==> src/rtl/shift_pkg.sv <==
// Shared definitions for the pipelined barrel shifter: operation codes and
// the helper that places stage registers between barrel levels.
package shift_pkg;

  typedef logic [2:0] func_t;

  localparam func_t FN_ZERO = 3'b000;
  localparam func_t FN_SLL  = 3'b001;
  localparam func_t FN_SRL  = 3'b010;
  localparam func_t FN_SRA  = 3'b011;
  localparam func_t FN_ROL  = 3'b100;
  localparam func_t FN_ROR  = 3'b101;

  // True when barrel level 'level' is the last level of a pipeline stage.
  // Levels are split as evenly as possible; earlier stages take the extra one.
  function automatic logic stage_boundary(input int level, input int saw, input int lat);
    int   acc;
    logic hit;
    acc = 0;
    hit = 1'b0;
    for (int s = 0; s < lat; s++) begin
      acc = acc + (saw / lat) + ((s < (saw % lat)) ? 1 : 0);
      if (acc == level + 1) begin
        hit = 1'b1;
      end
    end
    return hit;
  endfunction

endpackage

==> src/rtl/shift_level.sv <==
// One combinational barrel level: conditionally moves the operand by DIST.
// Rotates exist only when SHIFT_PIPE_ROTATE_EN is defined; otherwise the
// rotate codes yield zero and no rotate muxing is built.
module shift_level
  import shift_pkg::*;
#(
  parameter int WIDTH = 32,
  parameter int DIST  = 1
) (
  input  logic [WIDTH-1:0] data,
  input  logic             enable,
  input  func_t            func,
  output logic [WIDTH-1:0] result
);

  // Select the moved or unmoved operand for this level according to func.
  always_comb begin
    result = {WIDTH{1'b0}};
    case (func)
      FN_SLL: begin
        if (enable) begin
          result = {data[WIDTH-1-DIST:0], {DIST{1'b0}}};
        end else begin
          result = data;
        end
      end
      FN_SRL: begin
        if (enable) begin
          result = {{DIST{1'b0}}, data[WIDTH-1:DIST]};
        end else begin
          result = data;
        end
      end
      FN_SRA: begin
        // Earlier levels keep the MSB intact, so data[WIDTH-1] is the original sign.
        if (enable) begin
          result = {{DIST{data[WIDTH-1]}}, data[WIDTH-1:DIST]};
        end else begin
          result = data;
        end
      end
`ifdef SHIFT_PIPE_ROTATE_EN
      FN_ROL: begin
        if (enable) begin
          result = {data[WIDTH-1-DIST:0], data[WIDTH-1:WIDTH-DIST]};
        end else begin
          result = data;
        end
      end
      FN_ROR: begin
        if (enable) begin
          result = {data[DIST-1:0], data[WIDTH-1:DIST]};
        end else begin
          result = data;
        end
      end
`endif
      default: begin
        result = {WIDTH{1'b0}};
      end
    endcase
  end

endmodule

==> src/rtl/shift_pipe.sv <==
// Pipelined barrel shifter for the execute stage. SAW barrel levels are split
// over LATENCY register stages (the last stage is the output register) with a
// global stall whenever the output is valid but not accepted.
// Optional rotates: define SHIFT_PIPE_ROTATE_EN.
module shift_pipe
  import shift_pkg::*;
#(
  parameter int WIDTH   = 32,
  parameter int SAW     = $clog2(WIDTH),
  parameter int LATENCY = 2,
  parameter int TAG_W   = 5
) (
  input  logic             clk,
  input  logic             rst_n,
  input  logic             in_valid,
  output logic             in_ready,
  input  logic [WIDTH-1:0] in_data,
  input  logic [SAW-1:0]   in_shamt,
  input  logic [2:0]       in_func,
  input  logic [TAG_W-1:0] in_tag,
  output logic             out_valid,
  input  logic             out_ready,
  output logic [WIDTH-1:0] out_data,
  output logic [TAG_W-1:0] out_tag,
  output logic             out_zero
);

  // Per-level inputs (operand and sideband) and per-level results.
  logic [WIDTH-1:0] lvl_data_s  [SAW];
  logic [WIDTH-1:0] lvl_res_s   [SAW];
  logic [SAW-1:0]   lvl_shamt_s [SAW];
  func_t            lvl_func_s  [SAW];
  logic [TAG_W-1:0] lvl_tag_s   [SAW];
  logic             lvl_valid_s [SAW];

  logic             stall_s;
  logic             out_valid_r;
  logic [WIDTH-1:0] out_data_r;
  logic [TAG_W-1:0] out_tag_r;
  logic             out_zero_r;

  assign stall_s  = out_valid_r & ~out_ready;
  assign in_ready = ~stall_s;

  assign lvl_data_s[0]  = in_data;
  assign lvl_shamt_s[0] = in_shamt;
  assign lvl_func_s[0]  = in_func;
  assign lvl_tag_s[0]   = in_tag;
  assign lvl_valid_s[0] = in_valid;

  for (genvar k = 0; k < SAW; k++) begin : g_level
    shift_level #(
      .WIDTH (WIDTH),
      .DIST  (2 ** k)
    ) u_level (
      .data   (lvl_data_s[k]),
      .enable (lvl_shamt_s[k][k]),
      .func   (lvl_func_s[k]),
      .result (lvl_res_s[k])
    );

    if (k < SAW - 1) begin : g_link
      if (stage_boundary(k, SAW, LATENCY)) begin : g_reg
        logic [WIDTH-1:0] data_r;
        logic [SAW-1:0]   shamt_r;
        func_t            func_r;
        logic [TAG_W-1:0] tag_r;
        logic             valid_r;

        // Intermediate stage register; holds everything while stalled.
        always_ff @(posedge clk or negedge rst_n) begin
          if (!rst_n) begin
            data_r  <= {WIDTH{1'b0}};
            shamt_r <= {SAW{1'b0}};
            func_r  <= FN_ZERO;
            tag_r   <= {TAG_W{1'b0}};
            valid_r <= 1'b0;
          end else if (!stall_s) begin
            data_r  <= lvl_res_s[k];
            shamt_r <= lvl_shamt_s[k];
            func_r  <= lvl_func_s[k];
            tag_r   <= lvl_tag_s[k];
            valid_r <= lvl_valid_s[k];
          end
        end

        assign lvl_data_s[k+1]  = data_r;
        assign lvl_shamt_s[k+1] = shamt_r;
        assign lvl_func_s[k+1]  = func_r;
        assign lvl_tag_s[k+1]   = tag_r;
        assign lvl_valid_s[k+1] = valid_r;
      end else begin : g_wire
        assign lvl_data_s[k+1]  = lvl_res_s[k];
        assign lvl_shamt_s[k+1] = lvl_shamt_s[k];
        assign lvl_func_s[k+1]  = lvl_func_s[k];
        assign lvl_tag_s[k+1]   = lvl_tag_s[k];
        assign lvl_valid_s[k+1] = lvl_valid_s[k];
      end
    end
  end

  // Output register; zero flag is derived from the final level before registering.
  always_ff @(posedge clk or negedge rst_n) begin
    if (!rst_n) begin
      out_valid_r <= 1'b0;
      out_data_r  <= {WIDTH{1'b0}};
      out_tag_r   <= {TAG_W{1'b0}};
      out_zero_r  <= 1'b0;
    end else if (!stall_s) begin
      out_valid_r <= lvl_valid_s[SAW-1];
      out_data_r  <= lvl_res_s[SAW-1];
      out_tag_r   <= lvl_tag_s[SAW-1];
      out_zero_r  <= (lvl_res_s[SAW-1] == {WIDTH{1'b0}});
    end
  end

  assign out_valid = out_valid_r;
  assign out_data  = out_data_r;
  assign out_tag   = out_tag_r;
  assign out_zero  = out_zero_r;

endmodule
==> config.mk <==
export PLATFORM = sky130hd
export DESIGN_NAME = shift_pipe
export DESIGN_NICKNAME = d
export VERILOG_FILES = /design/src/rtl/shift_pkg.sv /design/src/rtl/shift_level.sv /design/src/rtl/shift_pipe.sv
export SDC_FILE = /design/constraint.sdc
export NUM_CORES = 1
export LEC_CHECK = 0
export CORE_ASPECT_RATIO = 0.5
export CORE_MARGIN = 4
export CORE_UTILIZATION = 40
export DETAILED_ROUTE_END_ITERATION = 8
export GPL_ROUTABILITY_DRIVEN = 0
export PLACE_DENSITY = 0.66
export SKIP_CTS_REPAIR_TIMING = 1
export SYNTH_ARGS = -nofsm -noshare
export SYNTH_HDL_FRONTEND = slang
export SYNTH_SLANG_ARGS = --single-unit
==> constraint.sdc <==
create_clock -name clk -period 5.8 [get_ports clk]
set_input_delay 1.16 -clock clk [delete_from_list [all_inputs] [get_ports clk]]
set_output_delay 1.16 -clock clk [all_outputs]
set_load 0.05 [all_outputs]
==> results.toml, run 1 <==
[worst_hold_path]
hold_class = "reg2reg"

[floorplanning]
rows = 32
core_area_mm2 = 0.0156
die_height_um = 97.6
ioPinCount = 89
start_util_pct = 41.3
dieArea_mm2 = 0.0183
die_w_um = 187

[timing]
grt_setup_unrepaired = "no"
worstMarginPinSlew_ns = 1.18
slew_headroom_pct = 20.9
post-route-period-util_pct = 67.0
clock.fmax_mhz = 257
finalSetupTns_ns = 0
hold_violations = 0
period_minus_slack_ns = 3.89
fin_worst_skew_ns = 0.00857
slew_viol_final = 0
hold-worst-slack_ns = 0.459
setup-violations-final = 0

[grt]
grt-ovfl-total = 0
antenna_found_initial = 0
grt_pass1_wl_um = 33300
grt_pass1_vias = 6125
grt_max_degree = 83
grt_usage_pct = 21.9

[yosys]
synth_ff_type = "dfrtp_1"
synthTopCellsByArea = "dfrtp_1 32%, nand2_1 11%, o21ai_0 6.7%"
async_reset_ff_share_pct = 100
syn_inst = 840
seq_area_frac_synth_pct = 31.9
synth_top_area_cell = "dfrtp_1"
syn_area_mm2 = 0.00642
synth_top_area_share_pct = 31.9
synth.distinct_cells = 64
synth_edf_count = 0
yosys_warnings = 0
syn_nets = 889
ys_ff_latch = 82
syn_avg_cell_area_um2 = 7.65

[drt]
drtPass1Iterations = 6
vias = 6628
drtAntennaViolNets = 0
drc = 0
wire_per_inst_um = 19.1
finalWirelength_um = 20500
drt_iter0_markers = 576
routed_via_density = 6.16

[setup_path]
cpLargestDelayFamily = "compound AO/OA/AOI/OAI gates"
cp.arrival_ns = 4.17
critical_path_class = "in2reg"
start_kind = "primary input"
cp-end-kind = "register"
critPathRequiredTime_ns = 6.08
worst_path_largest_cell_delay_ns = 0.91
path_buf_inv = 1
critPathMaxFanout = 47
crit_slowest_cell = "nor2b_4"
crit_chain = "clkdlybuf4s50_1 > nor2b_4 > nand2_1 > a31oi_1 > o21ai_0 > a2111oi_0 > a22o_1"

[power]
p_int_w = 0.00120
p_leak_nw = 3.03
pwr-share-clk_pct = 25.6
p_comb_share_pct = 38.5
switching_share_pct = 40.4
powerDensity_mw_per_mm2 = 268
power_w = 0.00201
p_sw_w = 0.000811
peakVddDrop_mv = 0.111
p_seq_share_pct = 36.0

[final_layout]
area_growth_pct = 16.4
multi_input_area_mm2 = 0.00395
n_antenna_cell = 0
drive_gt1_share_pct = 7.11
final_nets = 917
fill_cells = 1541
regArea_mm2 = 0.00205

[clock_tree]
numCtsBuffers = 9
cts_tree = "built"
clk_latency_ns = 0.35
htreeDepth = 3
clockRootBuffer = "clkbuf_16"
cts_buffer_depth = 2
clk_pin_slew_ns = 0.06
cts_sinks = 82

[placement]
io_buffers = 88
hpwl_um = 14500

[outcome]
status = "complete, no violations"

[run]
max_cap_violations = 0
-- placed cells by master (no fill, tap or decap), types with 7 or more instances in the layout --
master	synthesis	layout
a31oi_1	21	21
mux2i_1	32	32
buf_4	11	8
a311oi_1	9	9
nor2_1	64	64
clkdlybuf4s50_1	0	86
mux2_2	10	10
mux4_2	8	8
a22o_1	7	7
o31ai_1	10	10
or2_2	8	8
o21ai_0	86	86
o22a_1	9	9
nor3_1	17	16
nand2_1	184	184
nor2b_1	9	8
nand3_1	15	15
clkbuf_16	0	9
a221oi_1	15	15
a211oi_1	7	7
a21oi_1	64	64
o22ai_1	8	8
a2bb2oi_1	9	9
dfrtp_1	82	82
-- worst register-to-register path, delay by kind of cell, from the launching register on --
| kind | cells | cell delay, ns |
|---|---|---|
| AOI/OAI and AO/OA | 5 | 2.27 |
| DFF | 1 | 0.67 |
| and+or+nand+nor | 2 | 0.25 |
-- layout make-up --
cell class / instances / share of cell area (%)
Multi-Input combinational cell: 671 / 52.8
Sequential cell: 82 / 27.4
Timing Repair Buffer: 95 / 12.4
Tap cell: 204 / 3.41
Clock buffer: 9 / 3.01
Inverter: 9 / 0.485
Clock inverter: 6 / 0.469
-- synthesized netlist by cell type (5+ instances only) --
cell	instances
nand2_1	184
o21ai_0	86
dfrtp_1	82
a21oi_1	64
nor2_1	64
clkbuf_1	36
mux2i_1	32
buf_2	22
a31oi_1	21
nor3_1	17
a221oi_1	15
nand3_1	15
buf_4	11
mux2_2	10
o31ai_1	10
a2bb2oi_1	9
a311oi_1	9
nor2b_1	9
o22a_1	9
mux4_2	8
o22ai_1	8
or2_2	8
a211oi_1	7
a22o_1	7
buf_6	6
inv_1	6
o211ai_1	6
a21o_1	5
and3_1	5
nand4_1	5
-- stage by stage --
| step | std cells | instance area, µm² | setup slack, ns | utilization (%) |
|---|---|---|---|---|
| 6_report | 1076 | 7480 | 1.91 | 48.0 |
| 5_1_grt | 1076 | 7480 | 1.69 | 48.0 |
| 4_1_cts | 1076 | 7480 | 1.99 | 48.0 |
| 3_5_place_dp | 1061 | 7220 | 1.64 | 46.3 |
| 3_3_place_gp | 1061 | 7220 | 1.70 | 46.3 |
| 2_1_floorplan | 840 | 6420 | 2.53 | - |
-- sequential cells by signal, indices dropped and copies added (netlist names) --
| signal | count |
|---|---|
| g_level.g_link.g_reg.data_r | 32 |
| out_data | 32 |
| g_level.g_link.g_reg.tag_r | 5 |
| out_tag | 5 |
| g_level.g_link.g_reg.func_r | 3 |
| g_level.g_link.g_reg.shamt_r | 2 |
| g_level.g_link.g_reg.valid_r | 1 |
| out_valid | 1 |
| out_zero | 1 |
-- path summary, 6_finish.rpt --
check	endpoint	cells after the start	from	slack [ns]
setup / recovery	g_level[2].g_link.g_reg.data_r[29]$_DFFE_PN0N_	7	in_func[1]	1.91
hold / removal	out_valid$_DFFE_PN0N_	1	g_level[2].g_link.g_reg.valid_r$_DFFE_PN0N_	0.46
setup reg to reg	out_zero$_DFFE_PN0N_	7	g_level[2].g_link.g_reg.shamt_r[4]$_DFFE_PN0N_	2.48
hold reg to reg	out_valid$_DFFE_PN0N_	1	g_level[2].g_link.g_reg.valid_r$_DFFE_PN0N_	0.46
max in group asynchronous	out_data[15]$_DFFE_PN0N_	1	rst_n	4.10
min in group asynchronous	g_level[2].g_link.g_reg.data_r[28]$_DFFE_PN0N_	1	rst_n	0.97
-- cell families after synthesis --
group	Yosys count	synth area share (%)
simple gates	330	22.4
mux	50	9.54
buf+inv	87	6.91
flops	82	31.9
compound gates	290	29.1
fa+ha+maj	1	0.156
-- power by group through the flow --
stage	sequential, W	combinational, W	clock (W)
6_report	0.000722	0.000772	0.000513
3_5_place_dp	0.000730	0.000763	0
4_1_cts	0.000720	0.000765	0.000525
2_1_floorplan	0.000841	0.000407	0
3_3_place_gp	0.000727	0.000756	0
5_1_grt	0.000731	0.000831	0.000547
-- metal layers --
metal  global-route usage [%]  up-vias  part of all wire (%)
met5                        0        -                     0
met4                     6.42        0                   2.2
met3                     4.85       41                   9.4
met2                     31.8      356                    42
met1                     32.5     3112                    47
li1                         -     3119                     -
Note: power is estimated with default switching activity, not from simulation.
==> run 2, diff against run 1 <==
==> constraint.sdc (replaced) <==
create_clock -name clk -period 3.9 [get_ports clk]
set_input_delay 0.78 -clock clk [delete_from_list [all_inputs] [get_ports clk]]
set_output_delay 0.78 -clock clk [all_outputs]
set_load 0.05 [all_outputs]
==> run 2 against run 1 <==
Utilization rose by 0.98 points. Clock-buffer cell count up 3. Setup slack got worse by 1.2 ns. Flip-flop and latch count unchanged. Sequential power up 47%. Via count up 2.2%. Total power is 57% higher. First-iteration DRC count is 36% higher. Largest cell class unchanged.
==> results.toml, run 2 (synthesis results as in run 1) <==
[timing]
setup-violations-final = 0
period_minus_slack_ns = 3.15
clock.fmax_mhz = 318
grt_setup_unrepaired = "no"
setup_slack_ns = 0.755
fin_worst_skew_ns = 0.00987
slew_headroom_pct = 31.1
slew_viol_final = 0
post-route-period-util_pct = 80.6
finalSetupTns_ns = 0
worstMarginPinSlew_ns = 1.03
hold_violations = 0

[floorplanning]
dieArea_mm2 = 0.0183
start_util_pct = 41.3
core_area_mm2 = 0.0156
rows = 32
die_height_um = 97.6
ioPinCount = 89
die_w_um = 187

[placement]
hpwl_um = 14900
io_buffers = 88
place_ws_ns = 0.670
dpl-instance-area_mm2 = 0.00732

[setup_path]
timing.rr.end = "out_zero$_DFFE_PN0N_"
ff2ff_setup_slack_ns = 0.75
cp.arrival_ns = 3.35
start_kind = "register"
cp-end-kind = "register"
rr_startpoint = "g_level[2].g_link.g_reg.func_r[1]$_DFFE_PN0N_"
critPathMaxFanout = 19
rr_worst_depth = 8
critical_path_class = "reg2reg"
critPathRequiredTime_ns = 4.10

[final_layout]
n_antenna_cell = 0
area_growth_pct = 18.7
final_core_util_pct = 49.0
fill_cells = 1557
final_cell_mix = "184 x nand2_1, 86 x o21ai_0, 85 x clkdlybuf4s50_1, 82 x dfrtp_1"
final_nets = 928
layout.cells.most_common = "nand2_1"
final_area_mm2 = 0.00763
drive_gt1_share_pct = 8.03

[grt]
antenna_found_initial = 0
grt_max_degree = 83
grt_pass1_wl_um = 34000
grt_usage_pct = 22.5
grt_pass1_vias = 6202
grt-ovfl-total = 0

[worst_hold_path]
hold_start = "g_level[2].g_link.g_reg.valid_r$_DFFE_PN0N_"
hold_class = "reg2reg"
whs_path_depth = 2
min_to = "g_level[2].g_link.g_reg.valid_r$_DFFE_PN0N_"

[clock_tree]
cts_sinks = 82
htreeDepth = 3
cts_buffer_depth = 2
clk_latency_ns = 0.34
clk_pin_slew_ns = 0.06
cts_tree = "built"
numCtsBuffers = 9
clockRootBuffer = "clkbuf_16"

[power]
p_leak_nw = 3.11
peakVddDrop_mv = 0.171
powerDensity_mw_per_mm2 = 413

[drt]
vias = 6774
drtAntennaViolNets = 0
drtPass1Iterations = 5
finalWirelength_um = 20800
routed_via_density = 6.23
drc = 0
drt_iter0_markers = 784
wire_per_inst_um = 19.1

[outcome]
status = "complete, no violations"

[run]
max_cap_violations = 0
## run 2: how the worst max path moves through the flow
stage	from	end	slack, ns	cells after the start
2_1_floorplan	out_ready	in_ready	1.39	4
3_3_place_gp	in_func[2]	g_level[2].g_link.g_reg.data_r[26]$_DFFE_PN0N_	0.71	8
3_5_place_dp	in_func[2]	g_level[2].g_link.g_reg.data_r[26]$_DFFE_PN0N_	0.67	8
4_1_cts	g_level[2].g_link.g_reg.func_r[1]$_DFFE_PN0N_	out_zero$_DFFE_PN0N_	0.94	8
5_1_grt	g_level[2].g_link.g_reg.func_r[1]$_DFFE_PN0N_	out_zero$_DFFE_PN0N_	0.58	8
6_report	g_level[2].g_link.g_reg.func_r[1]$_DFFE_PN0N_	out_zero$_DFFE_PN0N_	0.75	8
## run 2: layout make-up
class                           count  area (µm²)  share of cell area [%]
Clock buffer                       12         236                    3.10
Timing Repair Buffer              106        1030                    13.5
Multi-Input combinational cell    671        3940                    51.7
Sequential cell                    82        2050                    26.9
Inverter                            9        36.3                   0.476
Clock inverter                      4        76.3                    1.00
Tap cell                          204         255                    3.35
## run 2: per-stage QoR
step	std cells	power (W)	hold WS, ns
floorplan	840	0.00186	0.430
detailed placement	1072	0.00224	0.453
global route	1088	0.00330	0.492
finish	1088	0.00315	0.462
CTS	1088	0.00315	0.466
global placement	1072	0.00223	0.440
## run 2: report_power, final
part / leakage, nW / switching, W / internal (W)
Clock: 0.147 / 0.000342 / 0.000563
Combinational: 1.89 / 0.000768 / 0.000416
Sequential: 1.08 / 0.000107 / 0.000954
## run 2: layer usage
layer	global-route usage, %	vias up	share of wire (%)	routed length (µm)
li1	-	3148	-	-
met1	34.2	3200	47	9820
met2	32.0	392	41	8580
met3	4.52	34	9.6	1990
met4	6.13	0	1.8	369
met5	0	-	0	0
## run 2: critical path: stages, from the launching register on
cell and delay (ns):
dfrtp_1 0.80, nand3_1 0.19, a21oi_1 0.51, buf_4 0.28
a31oi_1 0.07, a2111oi_0 0.80, nor2_1 0.14, nand4_1 0.13
o31ai_1 0.07
==> run 3, diff against run 2 <==
--- a/config.mk
+++ b/config.mk
@@ -10,7 +10,7 @@
 export CORE_UTILIZATION = 40
 export DETAILED_ROUTE_END_ITERATION = 8
 export GPL_ROUTABILITY_DRIVEN = 0
-export PLACE_DENSITY = 0.66
+export PLACE_DENSITY = 0.69
 export SKIP_CTS_REPAIR_TIMING = 1
 export SYNTH_ARGS = -nofsm -noshare
 export SYNTH_HDL_FRONTEND = slang
==> constraint.sdc (replaced) <==
create_clock -name clk -period 2.75 [get_ports clk]
set_input_delay 0.55 -clock clk [delete_from_list [all_inputs] [get_ports clk]]
set_output_delay 0.55 -clock clk [all_outputs]
set_load 0.05 [all_outputs]
==> run 3 against run 2 <==
Setup slack worse by 0.49 ns. First-iteration DRC count down 6.8%. Highest routed layer unchanged. Die area unchanged. Register-to-register slack worse by 0.49 ns. Clock-buffer cell count unchanged. Clock skew down 0.0039 ns. Critical path depth unchanged. Final cell count up 3.6%. Largest cell class unchanged. Fmax up 26%. Combinational power up 49%. Global-route usage up 0.25 points. Flip-flop and latch count unchanged.
==> results.toml, run 3 (synthesis results as in run 1) <==
[final_layout]
final_nets = 967
final_cell_mix = "184 x nand2_1, 86 x o21ai_0, 83 x clkdlybuf4s50_1, 82 x dfrtp_1"
drive_gt1_share_pct = 12.0
n_antenna_cell = 0
area_growth_pct = 23.3
final_area_mm2 = 0.00793
layout.cells.most_common = "nand2_1"

[setup_path]
start_kind = "register"
rr_worst_depth = 8
rr_startpoint = "g_level[2].g_link.g_reg.func_r[2]$_DFFE_PN0N_"
critPathRequiredTime_ns = 2.99
crit_end = "out_zero$_DFFE_PN0N_"
cp-end-kind = "register"
ff2ff_setup_slack_ns = 0.26
timing.rr.end = "out_zero$_DFFE_PN0N_"
startpoint = "g_level[2].g_link.g_reg.func_r[2]$_DFFE_PN0N_"
cp.arrival_ns = 2.73
critPathMaxFanout = 13
critical_path_class = "reg2reg"

[power]
power_w = 0.00445
powerDensity_mw_per_mm2 = 562
p_leak_nw = 3.32
peakVddDrop_mv = 0.289

[grt]
grt-ovfl-total = 0
grt_pass1_vias = 6463
antenna_found_initial = 0
grt_usage_pct = 22.7
grt_max_degree = 57
grt_pass1_wl_um = 34600

[placement]
place_ws_ns = -0.155
io_buffers = 88
dpl-instance-area_mm2 = 0.00761
hpwl_um = 15800

[drt]
routed_via_density = 6.11
wire_per_inst_um = 18.9
drtAntennaViolNets = 0
drt_iter0_markers = 731
finalWirelength_um = 21300
vias = 6888
drc = 0
drtPass1Iterations = 6

[timing]
finalSetupTns_ns = 0
hold_violations = 0
post-route-period-util_pct = 90.4
grt_setup_unrepaired = "no"
worstMarginPinSlew_ns = 0.631
hold-worst-slack_ns = 0.237
setup_slack_ns = 0.263
setup-violations-final = 0
period_minus_slack_ns = 2.49
clock.fmax_mhz = 402
slew_viol_final = 0
fin_worst_skew_ns = 0.00597
slew_headroom_pct = 56.8

[worst_hold_path]
hold_class = "in2async"

[clock_tree]
numCtsBuffers = 9
cts_tree = "built"
cts_sinks = 82
clk_pin_slew_ns = 0.06
clockRootBuffer = "clkbuf_16"
htreeDepth = 3
clk_latency_ns = 0.34
cts_buffer_depth = 2

[floorplanning]
die_height_um = 97.6
ioPinCount = 89
start_util_pct = 41.3
dieArea_mm2 = 0.0183
rows = 32
die_w_um = 187
core_area_mm2 = 0.0156

[outcome]
status = "complete, no violations"

[run]
max_cap_violations = 0
## run 3: changes by cell type in the layout (fill, tap and decap cells not counted), sizes merged
| cell | before | now |
|---|---|---|
| buf | 21 | 59 |
| nor2b | 11 | 12 |
| dlymetal6s2s | 0 | 2 |
| clkinv | 2 | 3 |
| bufinv | 2 | 1 |
| clkdlybuf4s50 | 85 | 83 |
## run 3: metrics by stage
stage | std cells | util [%]
3_5_place_dp | 1110 | 48.9
4_1_cts | 1126 | 50.8
2_1_floorplan | 840 | -
5_1_grt | 1127 | 50.9
6_report | 1127 | 50.9
3_3_place_gp | 1110 | 48.9
## run 3: layer usage
layer	GRT usage (%)	vias up	part of all wire, %
met3	4.02	32	9.5
met1	33.8	3227	45
met5	0	-	0
met4	5.34	0	1.6
met2	34.2	415	44
li1	-	3214	-
## run 3: layout make-up
type	count	area (µm²)
Sequential cell	82	2050
Tap cell	204	255
Inverter	9	36.3
Multi-Input combinational cell	672	3950
Timing Repair Buffer	144	1330
Fill cell	1459	7650
Clock buffer	12	246
Clock inverter	4	51.3
## run 3: worst min path at each step
| stage | end | start | slack, ns | cells after the start |
|---|---|---|---|---|
| finish | g_level[2].g_link.g_reg.data_r[30]$_DFFE_PN0N_ | rst_n | 0.24 | 1 |
| global route | g_level[2].g_link.g_reg.data_r[30]$_DFFE_PN0N_ | rst_n | 0.29 | 1 |
| CTS | g_level[2].g_link.g_reg.data_r[30]$_DFFE_PN0N_ | rst_n | 0.26 | 1 |
| detailed placement | out_tag[1]$_DFFE_PN0N_ | g_level[2].g_link.g_reg.tag_r[1]$_DFFE_PN0N_ | 0.46 | 2 |
| global placement | out_valid$_DFFE_PN0N_ | g_level[2].g_link.g_reg.valid_r$_DFFE_PN0N_ | 0.44 | 1 |
| floorplan | g_level[2].g_link.g_reg.data_r[0]$_DFFE_PN0N_ | rst_n | 0.25 | 0 |
## run 3: critical path: stages (launching register included)
cell and delay [ns]:
dfrtp_1 0.55, nor2b_4 0.15, buf_4 0.21, and3_1 0.18
a21oi_1 0.20, o22ai_1 0.17, nor4_1 0.53, nand4_1 0.15
o31ai_1 0.23
## run 3: report_power, final
part	internal [W]	switching, W
combinational	0.000646	0.00112
clock	0.000729	0.000473
sequential	0.00135	0.000134
total	0.00273	0.00173
